`src/rtl/prog_loader.sv`:
```
// ---------------------------------------------------------------------------
// prog_loader
//
// Downloads a program from a byte-wide host link into the instruction memory,
// then starts the processor core. The stream is big-endian: a 16-bit word
// count N, then N 16-bit words, then (optional) one XOR checksum byte.
//
// Optional feature: define LOADER_CHECKSUM_EN to require and verify a
// trailing XOR checksum of all 2*N data bytes. Without it, no checksum byte
// is taken and no XOR logic exists.
//
// Handshake: a byte moves from host to loader on a rising edge where
// i_rx_valid and o_rx_ready are both 1. o_rx_ready depends only on the state.
//
// Ports
//   i_clock       system clock, rising edge
//   i_reset       asynchronous active-high reset
//   i_load        one-cycle request to start a download (IDLE/DONE/ERR only)
//   i_rx_data     incoming byte
//   i_rx_valid    i_rx_data is valid
//   o_rx_ready    loader accepts a byte this cycle
//   o_iram_addr   instruction-memory word address
//   o_iram_data   instruction-memory write data
//   o_iram_wren   one-cycle write strobe per word
//   o_core_start  one-cycle start pulse on successful completion
//   o_busy        download in progress
//   o_done        last download completed successfully
//   o_error       last download aborted
//   o_state       current FSM state (debug visibility)
// ---------------------------------------------------------------------------
module prog_loader #(
    parameter int DEPTH = 512
) (
    input  logic        i_clock,
    input  logic        i_reset,
    input  logic        i_load,
    input  logic [7:0]  i_rx_data,
    input  logic        i_rx_valid,
    output logic        o_rx_ready,
    output logic [15:0] o_iram_addr,
    output logic [15:0] o_iram_data,
    output logic        o_iram_wren,
    output logic        o_core_start,
    output logic        o_busy,
    output logic        o_done,
    output logic        o_error,
    output logic [3:0]  o_state
);

    typedef enum logic [3:0] {
        S_IDLE    = 4'd0,
        S_LEN_HI  = 4'd1,
        S_LEN_LO  = 4'd2,
        S_DATA_HI = 4'd3,
        S_DATA_LO = 4'd4,
        S_WRITE   = 4'd5,
        S_CHECK   = 4'd6,
        S_DONE    = 4'd7,
        S_ERR     = 4'd8
    } state_t;

    // 17 bits so that DEPTH = 65536 would still compare correctly.
    localparam logic [16:0] DEPTH_L = 17'(DEPTH);

    state_t      r_state;
    logic [15:0] r_count;
    logic [15:0] r_index;
    logic [7:0]  r_data_hi;
    logic [15:0] r_iram_addr;
    logic [15:0] r_iram_data;
    logic        r_iram_wren;
    logic        r_core_start;
    logic        r_done;
    logic        r_error;
`ifdef LOADER_CHECKSUM_EN
    logic [7:0]  r_csum;
`endif

    logic        w_xfer;
    logic [15:0] w_len;
    logic        w_last;

    always_comb begin
        o_rx_ready = 1'b0;
        case (r_state)
            S_LEN_HI, S_LEN_LO, S_DATA_HI, S_DATA_LO: o_rx_ready = 1'b1;
`ifdef LOADER_CHECKSUM_EN
            S_CHECK:                                  o_rx_ready = 1'b1;
`endif
            default:                                  o_rx_ready = 1'b0;
        endcase
    end

    assign w_xfer = i_rx_valid & o_rx_ready;
    // Full count as it will be once the low byte in LEN_LO is captured.
    assign w_len  = {r_count[15:8], i_rx_data};
    // Only evaluated in WRITE, where r_count is known to be non-zero.
    assign w_last = (r_index == (r_count - 16'd1));

    always_ff @(posedge i_clock or posedge i_reset) begin
        if (i_reset) begin
            r_state      <= S_IDLE;
            r_count      <= 16'd0;
            r_index      <= 16'd0;
            r_data_hi    <= 8'd0;
            r_iram_addr  <= 16'd0;
            r_iram_data  <= 16'd0;
            r_iram_wren  <= 1'b0;
            r_core_start <= 1'b0;
            r_done       <= 1'b0;
            r_error      <= 1'b0;
`ifdef LOADER_CHECKSUM_EN
            r_csum       <= 8'd0;
`endif
        end else begin
            r_iram_wren  <= 1'b0;
            r_core_start <= 1'b0;
            case (r_state)
                S_IDLE, S_DONE, S_ERR: begin
                    if (i_load) begin
                        r_state <= S_LEN_HI;
                        r_done  <= 1'b0;
                        r_error <= 1'b0;
`ifdef LOADER_CHECKSUM_EN
                        r_csum  <= 8'd0;
`endif
                    end
                end
                S_LEN_HI: begin
                    if (w_xfer) begin
                        r_count[15:8] <= i_rx_data;
                        r_state       <= S_LEN_LO;
                    end
                end
                S_LEN_LO: begin
                    if (w_xfer) begin
                        r_count <= w_len;
                        if ({1'b0, w_len} > DEPTH_L) begin
                            r_state <= S_ERR;
                            r_error <= 1'b1;
                            r_done  <= 1'b0;
                        end else if (w_len == 16'd0) begin
                            r_state <= S_CHECK;
                        end else begin
                            r_index <= 16'd0;
                            r_state <= S_DATA_HI;
                        end
                    end
                end
                S_DATA_HI: begin
                    if (w_xfer) begin
                        r_data_hi <= i_rx_data;
`ifdef LOADER_CHECKSUM_EN
                        r_csum    <= r_csum ^ i_rx_data;
`endif
                        r_state   <= S_DATA_LO;
                    end
                end
                S_DATA_LO: begin
                    // Memory outputs are loaded here so they are valid for
                    // exactly the one cycle spent in WRITE.
                    if (w_xfer) begin
                        r_iram_addr <= r_index;
                        r_iram_data <= {r_data_hi, i_rx_data};
                        r_iram_wren <= 1'b1;
`ifdef LOADER_CHECKSUM_EN
                        r_csum      <= r_csum ^ i_rx_data;
`endif
                        r_state     <= S_WRITE;
                    end
                end
                S_WRITE: begin
                    r_index <= r_index + 16'd1;
                    r_state <= w_last ? S_CHECK : S_DATA_HI;
                end
                S_CHECK: begin
`ifdef LOADER_CHECKSUM_EN
                    if (w_xfer) begin
                        if (i_rx_data == r_csum) begin
                            r_state      <= S_DONE;
                            r_done       <= 1'b1;
                            r_error      <= 1'b0;
                            r_core_start <= 1'b1;
                        end else begin
                            r_state <= S_ERR;
                            r_error <= 1'b1;
                            r_done  <= 1'b0;
                        end
                    end
`else
                    r_state      <= S_DONE;
                    r_done       <= 1'b1;
                    r_error      <= 1'b0;
                    r_core_start <= 1'b1;
`endif
                end
                default: r_state <= S_IDLE;
            endcase
        end
    end

    assign o_iram_addr  = r_iram_addr;
    assign o_iram_data  = r_iram_data;
    assign o_iram_wren  = r_iram_wren;
    assign o_core_start = r_core_start;
    assign o_done       = r_done;
    assign o_error      = r_error;
    assign o_busy       = !((r_state == S_IDLE) || (r_state == S_DONE) || (r_state == S_ERR));
    assign o_state      = r_state;

endmodule
```
`config.mk`:
```
export PLATFORM = sky130hd
export DESIGN_NAME = prog_loader
export DESIGN_NICKNAME = d
export VERILOG_FILES = /design/src/rtl/prog_loader.sv
export SDC_FILE = /design/constraint.sdc
export NUM_CORES = 1
export LEC_CHECK = 0
export BUFFER_PORTS_ARGS = -buffer_cell sky130_fd_sc_hd__buf_2
export CAP_MARGIN = 30
export CORE_MARGIN = 8
export CORE_UTILIZATION = 35
export CTS_CLUSTER_DIAMETER = 150
export DETAILED_ROUTE_END_ITERATION = 8
export GPL_TIMING_DRIVEN = 0
export SLEW_MARGIN = 30
export SYNTH_ARGS = -nofsm -noshare
export SYNTH_HDL_FRONTEND = slang
export SYNTH_SLANG_ARGS = --single-unit
```
`constraint.sdc`:
```
create_clock -name i_clock -period 4.1 [get_ports i_clock]
set_input_delay 0.205 -clock i_clock [delete_from_list [all_inputs] [get_ports i_clock]]
set_output_delay 0.205 -clock i_clock [all_outputs]
set_load 0.005 [all_outputs]
```
==> out/results.txt <==
hold_buf cts -> 1
# Post-CTS Setup Buffers -> 0
Reg clk slew, reported paths -> 0.06 ns
initial antenna violation count -> 0
clk_skew -> 0.00386 ns
routed wire length -> 9490 µm
number of synthesized register bits -> 80
die width -> 124 µm
WS Path Type -> reg -> reg
endpoints failing setup -> 0
H-tree level count -> 3
RSZ-0062 raised after global routing -> false
Post-DP HPWL -> 6970 µm
Post-synth EDFFs -> 0
commonest non-fill, non-tap cell in the layout -> dfrtp_1
post-route ant nets -> 0
max-capacitance violation count -> 0
crit path buf inv count -> 2
Initial Util -> 35.6%
Worst-Skew Late Latency -> 0.33 ns
Fin. Hold Viols -> 0
die area -> 15300 µm²
sequential area share after synthesis -> 49.5%
dpl cells -> 577
# diodes -> 0
GRT Util Overall -> 12.9%
largest net degree at the start of global routing -> 53
power per cell area -> 681 nW/µm²
Cell Area, Synth -> 4050 µm²
core area -> 11400 µm²
initial DRC count -> 248
TritonCTS buffer count -> 9
leakage -> 2.14 nW
status -> finished, final reports clean
Worst Slack Setup Final -> 1.27 ns
Critical Path Most Common Cell -> nor3_1
worst relative slew slack -> 50.6%
minimum clock period -> 2.83 ns
Port Buffer Count -> 52
slew of the pin with the lowest slew margin -> 0.739 ns
Primary FF master, synth -> dfrtp_1
syn nets -> 395
Yosys cell types -> 50
Critical Path AT -> 3.03 ns
Root Buffer -> clkbuf_16
CP startpoint kind -> flop
Top Ports -> 54
most frequent cells in the layout -> 80 x dfrtp_1, 53 x buf_2, 47 x mux2_2, 33 x nand2_1, 29 x xnor2_1
delay-heaviest family, CP -> simple AND/OR/NAND/NOR gates
Area Overhead vs Synth -> 19.8%
cell count after synthesis -> 381
routability cong. -> 0.824
worst hold slack -> 0.184 ns
CTS Buffer Depth -> 2
VDD IR max -> 0.000298 V
crit path capture type -> flop
CTS sink count -> 80
worst-path fanout max -> 8
CTS tree -> built
FP Rows -> 39
first-pass GRT wire length -> 15500 µm
Ys Warns -> 0
Die Span Y -> 124 µm
Finished Layout Cells -> 592
vias in the first global route -> 3061
Resized cells post-CTS -> 0
routed via count -> 3139
share of layout cells above drive strength 1 -> 28.5%
Slowest Stage Delay on Critical Path -> 0.54 ns
grt ovf -> 0
pre-CTS setup slack -> 1.32 ns
worst hold path class -> in -> reg
setup TNS -> 0 ns
post-synthesis area per instance -> 10.6 µm²
final-stage net count -> 460
Async SR Flop Fraction -> 100%
DR WL/cell -> 16.0 µm
Peak Freq -> 354 MHz
DR DRC count -> 0
worst path cell trace -> clkbuf_1 -> inv_1 -> ha_1 -> or4b_1 -> or3_1 -> nor4b_1 -> nor3_1 -> nor3_1 -> a31oi_1
worst path required time -> 4.30 ns
crit share post-route -> 68.9%
Via density -> 5.30
Max Slew Vio Count -> 0
DRT Pass-1 Iters -> 4
Slowest cell on crit path -> or4b_1
-- state kept, by name, indices dropped and copies added, names as in the netlist --
register / count
o_done: 1
o_error: 1
r_count: 16
o_core_start: 1
r_data_hi: 8
o_state: 4
o_iram_data: 16
o_iram_wren: 1
o_iram_addr: 16
r_index: 16
-- cell type report --
| class | instances | area, µm² |
|---|---|---|
| fillers | 1105 | 6520 |
| flip-flops and latches | 80 | 2000 |
| multi-input cells | 268 | 1930 |
| repair buffers | 54 | 298 |
| clock buffers | 10 | 239 |
| well taps | 143 | 179 |
| plain buffers | 24 | 95.1 |
| clock inverters | 4 | 70.1 |
| inverters | 9 | 38.8 |
-- through the flow --
stage          utilization (%)  power, W  cell area [µm²]
2_1_floorplan                -   0.00209             4050
3_3_place_gp              39.4   0.00244             4480
3_5_place_dp              39.8   0.00249             4530
4_1_cts                   42.6   0.00334             4850
5_1_grt                   42.6   0.00353             4850
6_report                  42.6   0.00330             4850
-- Yosys cell counts, types with 3 or more instances --
cell type,count,share of area (%)
or3_1,6,0.93
nor2b_1,4,0.62
nor2_1,26,2.4
xnor2_1,29,6.3
mux2_2,47,13
nor3b_1,3,0.56
nor4_1,8,1.2
nand3_1,12,1.5
nand2_1,33,3.1
dfrtp_1,80,49
o311ai_0,3,0.65
and3_1,4,0.62
a21oi_1,7,0.87
nor3_1,13,1.6
o21ai_0,14,1.7
nand4_1,9,1.4
inv_1,8,0.74
clkbuf_1,21,1.9
nor4b_1,4,0.87
or4_1,3,0.56
a31oi_1,7,1.1
nor4_2,5,1.5
-- path summary, 6_finish.rpt --
kind,startpoint,end,slack (ns),depth (start not counted)
worst min-delay path,i_rx_data[6],r_data_hi[6],0.18,2
worst max-delay path,r_count[0],o_state[0],1.27,9
worst max register to register,r_count[0],o_state[0],1.27,9
worst min register to register,r_data_hi[6],o_iram_data[14],0.47,2
min in group asynchronous,i_reset,o_iram_addr[11],0.39,3
max in group asynchronous,i_reset,r_count[4],3.18,4
-- layer usage --
| layer | GRT usage, % | wire length [µm] | vias up |
|---|---|---|---|
| li1 | - | - | 1491 |
| met1 | 16.9 | 4460 | 1577 |
| met2 | 20.1 | 4560 | 67 |
| met3 | 3.38 | 373 | 4 |
| met4 | 4.82 | 88 | 0 |
| met5 | 0 | 0 | - |
-- worst register-to-register path: cells and delay by family (launching register included) --
kind,cells,cell delay (ns)
compound gates,1,0.14
fa+ha+maj,1,0.23
buf+inv,2,0.31
flops,1,0.35
simple gates,5,1.67
-- report_power, final --
part	total, W	internal (W)	switching (W)
clock	0.000833	0.000540	0.000292
sequential	0.00126	0.00104	0.000211
combinational	0.00121	0.000574	0.000639
-- logic make-up after synthesis --
| kind of cell | share of synthesized area (%) |
|---|---|
| flip-flops | 49.5 |
| XOR/XNOR | 6.71 |
| multiplexers | 13.1 |
| buffers and inverters | 3.19 |
| adder cells (fa/ha/maj) | 0.619 |
| AO/OA/AOI/OAI | 7.55 |
| AND/OR/NAND/NOR | 19.4 |
Note: power is estimated with default switching activity, not from simulation.
